File: src/rtl/muldiv_unit.sv
// -----------------------------------------------------------------------------
// muldiv_unit
//   Iterative RV32M multiply/divide execution unit. An operation is issued with
//   a one-cycle start in IDLE. It runs one bit per cycle, either radix-2
//   shift-add multiply or restoring divide, on operand magnitudes. It ends with a
//   one-cycle done strobe that drives the register-file write port.
//
// Ports
//   clk        rising-edge clock
//   reset      asynchronous active-low reset (0 = reset)
//   start      issue request, sampled only in IDLE
//   funct3     RV32M op select (MUL..REMU)
//   operand_a  rs1 value
//   operand_b  rs2 value
//   rd_in      destination register, captured at issue
//   flush      synchronous abort; wins over start and suppresses done
//   busy       high whenever the unit is not IDLE
//   done       one-cycle result-valid / write-enable strobe
//   result     result; holds the last written value between operations
//   rd_out     destination register of the current / last operation
// -----------------------------------------------------------------------------
module muldiv_unit #(
    parameter int DATA_WIDTH = 32,
    parameter int ADDR_WIDTH = 5
) (
    input  logic                  clk,
    input  logic                  reset,
    input  logic                  start,
    input  logic [2:0]            funct3,
    input  logic [DATA_WIDTH-1:0] operand_a,
    input  logic [DATA_WIDTH-1:0] operand_b,
    input  logic [ADDR_WIDTH-1:0] rd_in,
    input  logic                  flush,
    output logic                  busy,
    output logic                  done,
    output logic [DATA_WIDTH-1:0] result,
    output logic [ADDR_WIDTH-1:0] rd_out
);

    localparam int DW    = DATA_WIDTH;
    localparam int CNT_W = $clog2(DATA_WIDTH);

    localparam logic [CNT_W-1:0] LAST_CNT = CNT_W'(DATA_WIDTH - 1);
    localparam logic [CNT_W-1:0] ONE_CNT  = {{(CNT_W-1){1'b0}}, 1'b1};
    localparam logic [DW-1:0]    ZERO_W   = {DW{1'b0}};
    localparam logic [DW-1:0]    ONES_W   = {DW{1'b1}};
    localparam logic [DW-1:0]    MIN_W    = {1'b1, {(DW-1){1'b0}}};

    typedef enum logic [1:0] {
        S_IDLE = 2'd0,
        S_MUL  = 2'd1,
        S_DIV  = 2'd2,
        S_DONE = 2'd3
    } state_t;

    // Conditional two's-complement negate, single width
    function automatic logic [DW-1:0] neg_w(input logic [DW-1:0] v, input logic en);
        logic [DW-1:0] r;
        if (en) begin
            r = ~v + {{(DW-1){1'b0}}, 1'b1};
        end else begin
            r = v;
        end
        return r;
    endfunction

    // Conditional two's-complement negate, double width (full product)
    function automatic logic [2*DW-1:0] neg_dw(input logic [2*DW-1:0] v, input logic en);
        logic [2*DW-1:0] r;
        if (en) begin
            r = ~v + {{(2*DW-1){1'b0}}, 1'b1};
        end else begin
            r = v;
        end
        return r;
    endfunction

    state_t               r_state;
    state_t               w_next_state;
    logic [2:0]           r_funct3;
    logic [ADDR_WIDTH-1:0] r_rd;
    logic                 r_neg;
    logic                 r_fast;
    logic [CNT_W-1:0]     r_count;
    logic [2*DW-1:0]      r_acc;       // {partial product | remainder, multiplier | quotient}
    logic [DW-1:0]        r_op;        // multiplicand (MUL) or divisor (DIV) magnitude
    logic [DW-1:0]        r_res_pend;  // result presented during DONE
    logic [DW-1:0]        r_result;    // last committed result

    logic                 w_signed_a;
    logic                 w_signed_b;
    logic                 w_sign_a;
    logic                 w_sign_b;
    logic [DW-1:0]        w_mag_a;
    logic [DW-1:0]        w_mag_b;
    logic                 w_div_zero;
    logic                 w_ovf;
    logic                 w_fast;
    logic [DW-1:0]        w_fast_res;
    logic                 w_neg_start;

    logic [DW:0]          w_mul_sum;
    logic [2*DW-1:0]      w_mul_next;
    logic [DW:0]          w_div_shift;
    logic [DW-1:0]        w_div_diff;
    logic                 w_div_ge;
    logic [2*DW-1:0]      w_div_next;
    logic [2*DW-1:0]      w_prod_fix;
    logic [DW-1:0]        w_quo_fix;
    logic [DW-1:0]        w_rem_fix;
    logic [DW-1:0]        w_iter_res;

    logic                 w_load;
    logic                 w_step;
    logic                 w_last;
    logic                 w_commit;
    logic                 w_done;

    // Operand signedness per RV32M op
    always_comb begin
        w_signed_a = 1'b0;
        w_signed_b = 1'b0;
        case (funct3)
            3'b000, 3'b001, 3'b100, 3'b110: begin
                w_signed_a = 1'b1;
                w_signed_b = 1'b1;
            end
            3'b010: begin
                w_signed_a = 1'b1;
                w_signed_b = 1'b0;
            end
            default: begin
                w_signed_a = 1'b0;
                w_signed_b = 1'b0;
            end
        endcase
    end

    assign w_sign_a   = w_signed_a & operand_a[DW-1];
    assign w_sign_b   = w_signed_b & operand_b[DW-1];
    assign w_mag_a    = neg_w(operand_a, w_sign_a);
    assign w_mag_b    = neg_w(operand_b, w_sign_b);
    assign w_div_zero = (operand_b == ZERO_W);
    assign w_ovf      = w_signed_a & funct3[2] & (operand_a == MIN_W) & (operand_b == ONES_W);
    assign w_fast     = funct3[2] & (w_div_zero | w_ovf);
    // Remainder takes the dividend's sign; everything else takes sign(a) ^ sign(b)
    assign w_neg_start = (funct3[2] & funct3[1]) ? w_sign_a : (w_sign_a ^ w_sign_b);

    // Fixed results for divide-by-zero and signed overflow
    always_comb begin
        w_fast_res = ZERO_W;
        if (w_div_zero) begin
            w_fast_res = funct3[1] ? operand_a : ONES_W;
        end else begin
            w_fast_res = funct3[1] ? ZERO_W : MIN_W;
        end
    end

    // Shift-add step: add multiplicand into the upper half when the multiplier LSB is set
    assign w_mul_sum  = {1'b0, r_acc[2*DW-1:DW]} + {1'b0, (r_acc[0] ? r_op : ZERO_W)};
    assign w_mul_next = {w_mul_sum, r_acc[DW-1:1]};

    // Restoring divide step; a successful subtract always fits in DW bits
    assign w_div_shift = {r_acc[2*DW-1:DW], r_acc[DW-1]};
    assign w_div_ge    = (w_div_shift >= {1'b0, r_op});
    assign w_div_diff  = w_div_shift[DW-1:0] - r_op;
    assign w_div_next  = {(w_div_ge ? w_div_diff : w_div_shift[DW-1:0]), r_acc[DW-2:0], w_div_ge};

    // The final iteration's value is sign-fixed and selected in the same cycle
    assign w_prod_fix = neg_dw(w_mul_next, r_neg);
    assign w_quo_fix  = neg_w(w_div_next[DW-1:0], r_neg);
    assign w_rem_fix  = neg_w(w_div_next[2*DW-1:DW], r_neg);

    // Result select for the iterative path
    always_comb begin
        w_iter_res = ZERO_W;
        case (r_funct3)
            3'b000:                 w_iter_res = w_prod_fix[DW-1:0];
            3'b001, 3'b010, 3'b011: w_iter_res = w_prod_fix[2*DW-1:DW];
            3'b100, 3'b101:         w_iter_res = w_quo_fix;
            3'b110, 3'b111:         w_iter_res = w_rem_fix;
            default:                w_iter_res = ZERO_W;
        endcase
    end

    // A fast-path op spends exactly one cycle in DIV so its done lands one
    // cycle after the issue edge.
    assign w_last = r_fast | (r_count == LAST_CNT);

    // Next-state and control strobes
    always_comb begin
        w_next_state = r_state;
        w_load       = 1'b0;
        w_step       = 1'b0;
        w_commit     = 1'b0;
        w_done       = 1'b0;
        case (r_state)
            S_IDLE: begin
                if (flush) begin
                    w_next_state = S_IDLE;
                end else if (start) begin
                    w_load       = 1'b1;
                    w_next_state = (w_fast | funct3[2]) ? S_DIV : S_MUL;
                end else begin
                    w_next_state = S_IDLE;
                end
            end
            S_MUL, S_DIV: begin
                if (flush) begin
                    w_next_state = S_IDLE;
                end else begin
                    w_step       = 1'b1;
                    w_next_state = w_last ? S_DONE : r_state;
                end
            end
            S_DONE: begin
                w_next_state = S_IDLE;
                if (flush) begin
                    w_done   = 1'b0;
                    w_commit = 1'b0;
                end else begin
                    w_done   = 1'b1;
                    w_commit = 1'b1;
                end
            end
            default: begin
                w_next_state = S_IDLE;
            end
        endcase
    end

    // State register
    always_ff @(posedge clk or negedge reset) begin
        if (!reset) begin
            r_state <= S_IDLE;
        end else begin
            r_state <= w_next_state;
        end
    end

    // Datapath: operand capture, iteration, result commit
    always_ff @(posedge clk or negedge reset) begin
        if (!reset) begin
            r_funct3   <= 3'b000;
            r_rd       <= {ADDR_WIDTH{1'b0}};
            r_neg      <= 1'b0;
            r_fast     <= 1'b0;
            r_count    <= {CNT_W{1'b0}};
            r_acc      <= {(2*DW){1'b0}};
            r_op       <= ZERO_W;
            r_res_pend <= ZERO_W;
            r_result   <= ZERO_W;
        end else if (w_load) begin
            r_funct3   <= funct3;
            r_rd       <= rd_in;
            r_neg      <= w_neg_start;
            r_fast     <= w_fast;
            r_count    <= {CNT_W{1'b0}};
            r_acc      <= {ZERO_W, (funct3[2] ? w_mag_a : w_mag_b)};
            r_op       <= funct3[2] ? w_mag_b : w_mag_a;
            r_res_pend <= w_fast_res;
        end else if (w_step) begin
            r_acc   <= (r_state == S_DIV) ? w_div_next : w_mul_next;
            r_count <= r_count + ONE_CNT;
            if (w_last && !r_fast) begin
                r_res_pend <= w_iter_res;
            end
        end else if (w_commit) begin
            r_result <= r_res_pend;
        end
    end

    assign busy   = (r_state != S_IDLE);
    assign done   = w_done;
    // During DONE the new value is shown; it only becomes the held value if
    // the DONE cycle is not flushed.
    assign result = (r_state == S_DONE) ? r_res_pend : r_result;
    assign rd_out = r_rd;

endmodule
File: config.mk
export PLATFORM = sky130hd
export DESIGN_NAME = muldiv_unit
export DESIGN_NICKNAME = d
export VERILOG_FILES = /design/src/rtl/muldiv_unit.sv
export SDC_FILE = /design/constraint.sdc
export NUM_CORES = 1
export LEC_CHECK = 0
export ABC_AREA = 0
export CORE_AREA = 2 2 185 187
export DETAILED_ROUTE_END_ITERATION = 7
export DIE_AREA = 0 0 187 189
export PLACE_DENSITY = 0.78
export SETUP_SLACK_MARGIN = 0.3
export SYNTH_ARGS = -nofsm -noshare
export SYNTH_HDL_FRONTEND = slang
export SYNTH_SLANG_ARGS = --single-unit
File: constraint.sdc
create_clock -name clk -period 4.7 [get_ports clk]
set_clock_uncertainty 0.2 [all_clocks]
set_input_delay 0.94 -clock clk [delete_from_list [all_inputs] [get_ports clk]]
set_output_delay 0.94 -clock clk [all_outputs]
set_load 0.01 [all_outputs]
**Word level (Yosys, flattened, before mapping)**

Index checks and enable logic that the tools add are counted.

- Input bits: 76
- Flip-flop bits (word level): 177
- Logic and storage cells: 109
- Output and inout port bits: 39

- Add/sub/neg operators: 8
- Mux-type cells: 37
- Magnitude comparators: 1
- Bitwise gates (word level): 18
- Equal/unequal tests: 18
- Reduce and logical (&&, ||, !) cells: 17

Operators with widths:

| kind | number |
|---|---|
| 32-bit 2-to-1 mux | 15 |
| 64-bit 2-to-1 mux | 4 |
| 32-bit by 1-bit adder with 32-bit output, second input constant | 4 |
| 32-bit NOT | 4 |
| 32-bit one-hot mux with 4 select lines | 1 |
| 64-bit by 1-bit adder with 64-bit output, second input constant | 1 |
| 32-bit == test, second input constant | 2 |
| 64-bit NOT | 1 |
| 32-bit by 32-bit adder with 33-bit output | 1 |
| 33-bit by 32-bit greater-or-equal comparator with 1-bit output | 1 |
| 32-bit logical NOT | 1 |
| 32-bit subtractor | 1 |
| 3-bit == test, second input constant | 6 |
| 2-bit 2-to-1 mux | 5 |
| 5-bit 2-to-1 mux | 2 |
| 3-bit by 2-bit == test with 1-bit output, second input constant | 3 |
| 1-bit 2-to-1 mux | 9 |
| 1-bit bitwise AND | 7 |
| 3-bit by 1-bit == test with 1-bit output, second input constant | 2 |
| 3-bit logical NOT | 2 |
| 2-bit one-hot mux with 3 select lines | 1 |
| 2-bit nonzero test | 3 |
| 2-bit OR reduction | 3 |
| 5-bit by 1-bit adder with 5-bit output, second input constant | 1 |
| other kinds (15) | 19 |

**Longest topological paths before layout**

- Word-level depth: 13
- Mapped depth: 23
- Depth with buffers taken out: 19

**Worst setup path after synthesis**

Ideal clock, no wire load.

- Path kind: register to register
- Start: register r_acc[42]
- End: register r_res_pend[30]
- Slack: -0.446 ns
- Arrival time: 4.859 ns
- Required time: 4.413 ns
- Setup time: 0.087 ns
- Stages on the path, launching flop included: 23
- Period minus slack after synthesis: 5.146 ns
- Buffers on the path: 4
- Cells stage by stage: dfrtp_1 > ha_1 > clkbuf_1 > nand4_1 > nor2_1 > a21boi_1 > o211ai_1 > nand3_2 > buf_4 > clkbuf_1 > buf_1 > nand2_1 > o21ai_0 > ha_1 > inv_1 > a311oi_1 > a31o_2 > nand4_1 > or3_1 > or4_1 > nor4_1 > a211oi_1 > a22oi_1

- Word-level cells in the longest chain between the ends: 9
- Elaborated cells between the ends (all ways): 17
- Classes of those cells: add/sub (5); order compare (1); mux (8); bitwise (3)

Ends and longest elaborated chain:

| what | line | source |
|---|---|---|
| start, declared | 85 | `logic [2*DW-1:0] r_acc;` |
| start signal, assigned | 249 | `r_acc <= {(2*DW){1'b0}};` |
| start signal, assigned | 259 | `r_acc <= {ZERO_W, (funct3[2] ? w_mag_a : w_mag_b)};` |
| start signal, assigned | 263 | `r_acc <= (r_state == S_DIV) ? w_div_next : w_mul_next;` |
| 32-bit subtractor / 33-bit by 32-bit greater-or-equal comparator with 1-bit output (equally long branches) | 166, 165 |  |
| 32-bit 2-to-1 mux | 167 | `assign w_div_next = {(w_div_ge ? w_div_diff : w_div_shift[DW-1:0]), r_acc[DW-2:0], w_div_ge};` |
| 32-bit NOT | 60 | `r = ~v + {{(DW-1){1'b0}}, 1'b1};` |
| 32-bit by 1-bit adder with 32-bit output | 60 |  |
| 32-bit 2-to-1 mux | 59 | `if (en) begin` |
| 32-bit one-hot mux with 4 select lines (*) | 177 | `case (r_funct3)` |
| 32-bit 2-to-1 mux (*) | 265 | `if (w_last && !r_fast) begin` |
| 32-bit 2-to-1 mux (*) | 262 | `end else if (w_step) begin` |
| 32-bit 2-to-1 mux (*) | 253 | `end else if (w_load) begin` |
| end signal, assigned | 261 | `r_res_pend <= w_fast_res;` |
| end signal, assigned | 266 | `r_res_pend <= w_iter_res;` |
| end, declared | 87 | `logic [DW-1:0] r_res_pend;` |

Every way passes the cells marked *; elsewhere a longest branch is shown, timed or not. The select of a mux whose other input is x is not followed.
A chain may end at the register's enable or synchronous reset.

**Worst setup path in the final report**

- Start: register r_op[21]
- End: register r_res_pend[28]

- Word-level cells in the longest chain between the ends: 9
- Elaborated cells between the ends (all ways): 18
- Classes of those cells: add/sub (5); order compare (1); mux (9); bitwise (3)

Ends and longest elaborated chain:

| what | line | source |
|---|---|---|
| start, declared | 86 | `logic [DW-1:0] r_op;` |
| start signal, assigned | 260 | `r_op <= funct3[2] ? w_mag_b : w_mag_a;` |
| 32-bit 2-to-1 mux, or another cell as far along | 160 | `assign w_mul_sum = {1'b0, r_acc[2*DW-1:DW]} + {1'b0, (r_acc[0] ? r_op : ZERO_W)};` |
| 32-bit by 32-bit adder with 33-bit output / 32-bit 2-to-1 mux (equally long branches) | 160, 167 |  |
| 64-bit NOT / 32-bit NOT (equally long branches) | 71, 60 |  |
| 64-bit by 1-bit adder with 64-bit output / 32-bit by 1-bit adder with 32-bit output (equally long branches) | 71, 60 |  |
| 64-bit 2-to-1 mux / 32-bit 2-to-1 mux (equally long branches) | 70, 59 |  |
| 32-bit one-hot mux with 4 select lines (*) | 177 |  |
| 32-bit 2-to-1 mux (*) | 265 |  |
| 32-bit 2-to-1 mux (*) | 262 |  |
| 32-bit 2-to-1 mux (*) | 253 |  |

Marked as above.

==> report_table.html <==
<table>
<tr><th>Metric</th><th>Value</th></tr>
<tr><th colspan="2">Layout</th></tr>
<tr><td>Layout cell share with drive strength beyond 1</td><td>0.2276</td></tr>
<tr><td>Number of cells in the finished layout apart from fillers</td><td>3216</td></tr>
<tr><td>Relative area change from synthesis to final layout</td><td>28.13%</td></tr>
<tr><td>Most frequent standard cell in the layout excluding fill and tap cells</td><td>sky130_fd_sc_hd__buf_4</td></tr>
<tr><td>Inserted Diodes</td><td>0</td></tr>
<tr><td>Final net count</td><td>2909</td></tr>
<tr><td>Most used cells in the layout excluding fill and tap cells</td><td>sky130_fd_sc_hd__buf_4 (329), sky130_fd_sc_hd__nand2_1 (296), sky130_fd_sc_hd__nor2_1 (236)</td></tr>
<tr><th colspan="2">Floorplanning</th></tr>
<tr><td>Die X-Extent</td><td>187 µm</td></tr>
<tr><td>Die boundary height</td><td>189 µm</td></tr>
<tr><td>Die Footprint</td><td>35340 µm²</td></tr>
<tr><td>Core ar.</td><td>33280 µm²</td></tr>
<tr><td>Total I/O pin count</td><td>115</td></tr>
<tr><td>Effective utilization at floorplan</td><td>0.5571</td></tr>
<tr><td>Standard-cell row count</td><td>67</td></tr>
<tr><th colspan="2">CTS</th></tr>
<tr><td>Maximum number of buffers from clock root to sink</td><td>2</td></tr>
<tr><td>CTS tree</td><td>built</td></tr>
<tr><td>Num Clock Sinks</td><td>177</td></tr>
<tr><td>Skew-Pair Late Insertion Delay</td><td>470 ps</td></tr>
<tr><td>Clock root cell</td><td>sky130_fd_sc_hd__clkbuf_16</td></tr>
<tr><td>Clock input transition at the sequential cells of the worst setup and hold paths</td><td>80 ps</td></tr>
<tr><td>Number of buffers inserted by hold repair at cts</td><td>0</td></tr>
<tr><td>Deepest level of the CTS H-tree</td><td>4</td></tr>
<tr><td>Number of buffers added by the clock tree synthesis step</td><td>17</td></tr>
<tr><th colspan="2">STA</th></tr>
<tr><td>Highest Clock Rate</td><td>217.9 MHz</td></tr>
<tr><td>Aggregate negative setup slack</td><td>0 ps</td></tr>
<tr><td>Relative slew slack</td><td>0.2236</td></tr>
<tr><td>Worst slew pin tran</td><td>1165 ps</td></tr>
<tr><td>Setup repair after global routing missed its margin</td><td>yes</td></tr>
<tr><td>Worst hold-check slack</td><td>283.2 ps</td></tr>
<tr><td>Number of setup violations in the final report</td><td>0</td></tr>
<tr><td>Number of max-slew violations in the final report</td><td>0</td></tr>
<tr><td>Final period utilization</td><td>0.9767</td></tr>
<tr><td>Final critical-path required period</td><td>4590 ps</td></tr>
<tr><td>Final hold viol count</td><td>0</td></tr>
<tr><th colspan="2">Worst hold path</th></tr>
<tr><td>Source of the worst hold timing path</td><td>rd_out[0]$_DFFE_PN0P_</td></tr>
<tr><td>Number of cells traversed by the worst hold path</td><td>2</td></tr>
<tr><td>Hold Path Sink</td><td>rd_out[0]$_DFFE_PN0P_</td></tr>
<tr><td>Class of the worst hold path</td><td>register to register</td></tr>
<tr><th colspan="2">Worst setup path</th></tr>
<tr><td>Logic depth of the worst setup path including buffers</td><td>20</td></tr>
<tr><td>Category of the worst setup path launch point</td><td>register</td></tr>
<tr><td>Required time of the worst setup path</td><td>4840 ps</td></tr>
<tr><td>Max Fanout on Critical Path</td><td>6</td></tr>
<tr><td>Nature of the critical path endpoint</td><td>register</td></tr>
<tr><td>Family with the most delay on the worst path</td><td>simple AND/OR/NAND/NOR gates</td></tr>
<tr><td>Crit Reg-Reg Endpoint</td><td>r_res_pend[28]$_DFFE_PN0P_</td></tr>
<tr><td>Crit-path slowest cell</td><td>sky130_fd_sc_hd__dfrtp_1</td></tr>
<tr><td>Critical path cell sequence</td><td>inv_1, ha_1, nand4_1, nor3_1, and4_1, a211oi_4, nand3_4, inv_4, mux2i_2, ha_2, inv_2, a311oi_2, a31o_2, nand4_1, buf_6, nor4_4, a41oi_2, xnor2_1, a221oi_1, a21oi_1</td></tr>
<tr><td>Data arrival, critical path</td><td>4730 ps</td></tr>
<tr><td>Source of the worst register-to-register timing path</td><td>r_op[21]$_DFFE_PN0P_</td></tr>
<tr><td>Register-to-Register Path Depth</td><td>20</td></tr>
<tr><td>Worst setup path category</td><td>register to register</td></tr>
<tr><td>Count of buffer and inverter cells on the critical path</td><td>4</td></tr>
<tr><td>Most common cell type on the critical path</td><td>sky130_fd_sc_hd__nand4_1</td></tr>
<tr><td>Delay contributed by the slowest stage of the critical path</td><td>360 ps</td></tr>
<tr><td>Setup slack of the most critical reg-to-reg path</td><td>110 ps</td></tr>
<tr><th colspan="2">Outcome</th></tr>
<tr><td>Outcome</td><td>completed</td></tr>
<tr><th colspan="2">Placed design</th></tr>
<tr><td>Post-Place Cells</td><td>3136</td></tr>
<tr><td>Port bufs</td><td>114</td></tr>
<tr><td>Estimated wirelength of the detail-placed design</td><td>58540 µm</td></tr>
<tr><td>Weighted congestion at the end of routability-driven global placement</td><td>1.044</td></tr>
<tr><th colspan="2">Global route</th></tr>
<tr><td>Wire length of the first global-routing pass</td><td>114800 µm</td></tr>
<tr><td>Antenna violations before repair</td><td>0</td></tr>
<tr><td>Via count of the first global-routing pass</td><td>19810</td></tr>
<tr><td>Overflow left after global routing</td><td>0</td></tr>
<tr><td>Pin count of the biggest net entering global routing</td><td>122</td></tr>
<tr><td>Overall routing resource usage</td><td>0.4206</td></tr>
<tr><th colspan="2">Logic synthesis</th></tr>
<tr><td>Synth Area in Compound Gates</td><td>0.2578</td></tr>
<tr><td>Dominant combinational cell family by area after synthesis</td><td>compound AO/OA/AOI/OAI gates</td></tr>
<tr><td>Primary FF master, synth</td><td>sky130_fd_sc_hd__dfrtp_1</td></tr>
<tr><td>Post-Synth Simple-Gate Area</td><td>0.2071</td></tr>
<tr><td>Post-Syn Nets</td><td>2615</td></tr>
<tr><td>Average cell area after synthesis</td><td>7.533 µm²</td></tr>
<tr><td>Async set-reset flop share out of synthesis</td><td>1.000</td></tr>
<tr><td>Netlist area before placement</td><td>18540 µm²</td></tr>
<tr><td>Sequential cell area fraction in the yosys report</td><td>0.2389</td></tr>
<tr><td>Cell types with the largest area share after synthesis</td><td>sky130_fd_sc_hd__dfrtp_1 (24%), sky130_fd_sc_hd__o21ai_0 (6.2%), sky130_fd_sc_hd__nand2_1 (6.1%), sky130_fd_sc_hd__xnor2_1 (6.0%), sky130_fd_sc_hd__ha_1 (5.1%)</td></tr>
<tr><td>Warnings, synthesis</td><td>0</td></tr>
<tr><td>Post-synth top area cell</td><td>sky130_fd_sc_hd__dfrtp_1</td></tr>
<tr><td>Syn Inst Count</td><td>2461</td></tr>
<tr><td>Number of unique standard cell types used by synthesis</td><td>94</td></tr>
<tr><td>Post-synthesis xor/xnor area fraction</td><td>0.1068</td></tr>
<tr><td>Adder-cell share of the synthesized area</td><td>0.05345</td></tr>
<tr><td>Number of enable flip-flop cells after synthesis</td><td>0</td></tr>
<tr><td>Portion of synthesized cell area occupied by the leading cell type</td><td>0.2389</td></tr>
<tr><td>Seq cells post-synth</td><td>177</td></tr>
<tr><td>Mux contribution to synthesized area</td><td>0.08031</td></tr>
<tr><th colspan="2">Route</th></tr>
<tr><td>DRT Pass-1 Iters</td><td>7</td></tr>
<tr><td>Detailed-route vias per instance</td><td>6.576</td></tr>
<tr><td>Final wirelength</td><td>76490 µm</td></tr>
<tr><td>Initial detailed-routing violation count</td><td>2672</td></tr>
<tr><td>Total vias in the final route</td><td>21150</td></tr>
<tr><td>Drt drc</td><td>0</td></tr>
<tr><td>Average wire per standard cell</td><td>23.78 µm</td></tr>
<tr><td>Post-route ant nets</td><td>0</td></tr>
<tr><th colspan="2">Power and ir drop</th></tr>
<tr><td>Leakage Power</td><td>0.009866 µW</td></tr>
<tr><td>Largest vdd supply drop</td><td>0.5943 mV</td></tr>
<tr><td>Power per cell area</td><td>927.7 nW/µm²</td></tr>
<tr><th colspan="2">Flow run</th></tr>
<tr><td>Number of maximum-capacitance violations</td><td>0</td></tr>
</table>
==> layer usage <==
metal	wire length (µm)	GRT usage	share of wire
met5	0	0	0
met4	4919	0.2366	0.064
met3	7383	0.08582	0.097
met2	33920	0.6590	0.44
met1	30270	0.5430	0.40
==> Yosys cell counts, types with 24 or more instances <==
cell	count
sky130_fd_sc_hd__o21ai_0	228
sky130_fd_sc_hd__nor3_1	58
sky130_fd_sc_hd__nor2_1	241
sky130_fd_sc_hd__nor4_1	26
sky130_fd_sc_hd__inv_1	82
sky130_fd_sc_hd__or3_1	28
sky130_fd_sc_hd__nand3_1	38
sky130_fd_sc_hd__clkbuf_1	146
sky130_fd_sc_hd__o211ai_1	78
sky130_fd_sc_hd__mux2_2	70
sky130_fd_sc_hd__nand2_1	299
sky130_fd_sc_hd__mux2i_1	70
sky130_fd_sc_hd__ha_1	76
sky130_fd_sc_hd__a21oi_1	178
sky130_fd_sc_hd__nand4_1	32
sky130_fd_sc_hd__dfrtp_1	177
sky130_fd_sc_hd__a211oi_1	42
sky130_fd_sc_hd__o31ai_1	24
sky130_fd_sc_hd__xnor2_1	128
sky130_fd_sc_hd__xor2_1	98
==> layout make-up <==
cell class	instances	area [µm²]
clock buffer	17	425.4
clock inverter	15	177.7
fill	2746	9527
inverter	83	316.6
multi-input combinational	2019	14030
sequential	177	4432
tap	448	560.5
timing repair buffer	457	3809
==> kinds of logic (layout without fill, tap and decap cells) <==
group	count (synthesis)	after routing
and+or+nand+nor	829	829
AOI/OAI and AO/OA	746	746
buffers and inverters	265	572
xor gates and xnor gates	226	226
DFF	177	177
muxes	140	140
adders and majority gates	78	78
==> sequential cells by signal, summed over array words and instances, names as in the netlist <==
| signal | count |
|---|---|
| r_res_pend | 32 |
| r_result | 32 |
| r_neg | 1 |
| rd_out | 5 |
| r_fast | 1 |
| r_acc | 64 |
| r_count | 5 |
| r_funct3 | 3 |
| r_state | 2 |
| r_op | 32 |
==> repair_timing <==
| action | in CTS | in global routing |
|---|---|---|
| buffers inserted | 19 | 29 |
| setup endpoints to repair | 20 | 26 |
| resized for setup | 84 | 107 |
| pin swaps | 40 | 47 |
==> metrics by stage <==
stage                     area [µm²]  total power, µW  setup WS (ps)    util
after global routing           23750            23240         -29.05  0.7137
after floorplan                18620            12160         -8.218       -
final                          23750            22040          109.7  0.7137
after detailed placement       21850            18290         -167.7  0.6564
after CTS                      22990            20530          181.9  0.6909
after global placement         21850            18090         -148.8  0.6564
==> report_power, final <==
group / leakage (µW) / total [µW] / switching [µW] / internal, µW
Combinational: 0.00728 / 17800 / 10300 / 7570
Sequential: 0.00228 / 2670 / 615 / 2060
Clock: 0.000297 / 1520 / 791 / 727
Total: 0.00987 / 22000 / 11700 / 10400
==> worst max path at each step <==
stage | from | end | slack, ps
3_3_place_gp | r_acc[0]$_DFFE_PN0P_ | r_res_pend[26]$_DFFE_PN0P_ | -150
4_1_cts | r_acc[31]$_DFFE_PN0P_ | r_res_pend[30]$_DFFE_PN0P_ | 180
5_1_grt | r_op[1]$_DFFE_PN0P_ | r_res_pend[28]$_DFFE_PN0P_ | -30
2_1_floorplan | r_acc[34]$_DFFE_PN0P_ | r_res_pend[30]$_DFFE_PN0P_ | -8
6_report | r_op[21]$_DFFE_PN0P_ | r_res_pend[28]$_DFFE_PN0P_ | 110
3_5_place_dp | r_acc[0]$_DFFE_PN0P_ | r_res_pend[26]$_DFFE_PN0P_ | -170
==> worst reg2reg max path, cell delays in order, from the launching register on <==
cell                       delay [ps]
sky130_fd_sc_hd__dfrtp_1          360
sky130_fd_sc_hd__inv_1            170
sky130_fd_sc_hd__ha_1             340
sky130_fd_sc_hd__nand4_1          170
sky130_fd_sc_hd__nor3_1            90
sky130_fd_sc_hd__and4_1           220
sky130_fd_sc_hd__a211oi_4         280
sky130_fd_sc_hd__nand3_4          180
sky130_fd_sc_hd__inv_4             90
sky130_fd_sc_hd__mux2i_2          230
sky130_fd_sc_hd__ha_2             220
sky130_fd_sc_hd__inv_2             50
sky130_fd_sc_hd__a311oi_2         190
sky130_fd_sc_hd__a31o_2           150
sky130_fd_sc_hd__nand4_1          220
sky130_fd_sc_hd__buf_6            220
sky130_fd_sc_hd__nor4_4           330
sky130_fd_sc_hd__a41oi_2          160
sky130_fd_sc_hd__xnor2_1          180
sky130_fd_sc_hd__a221oi_1         340
sky130_fd_sc_hd__a21oi_1           70
Power figures use the tool's default switching activity.
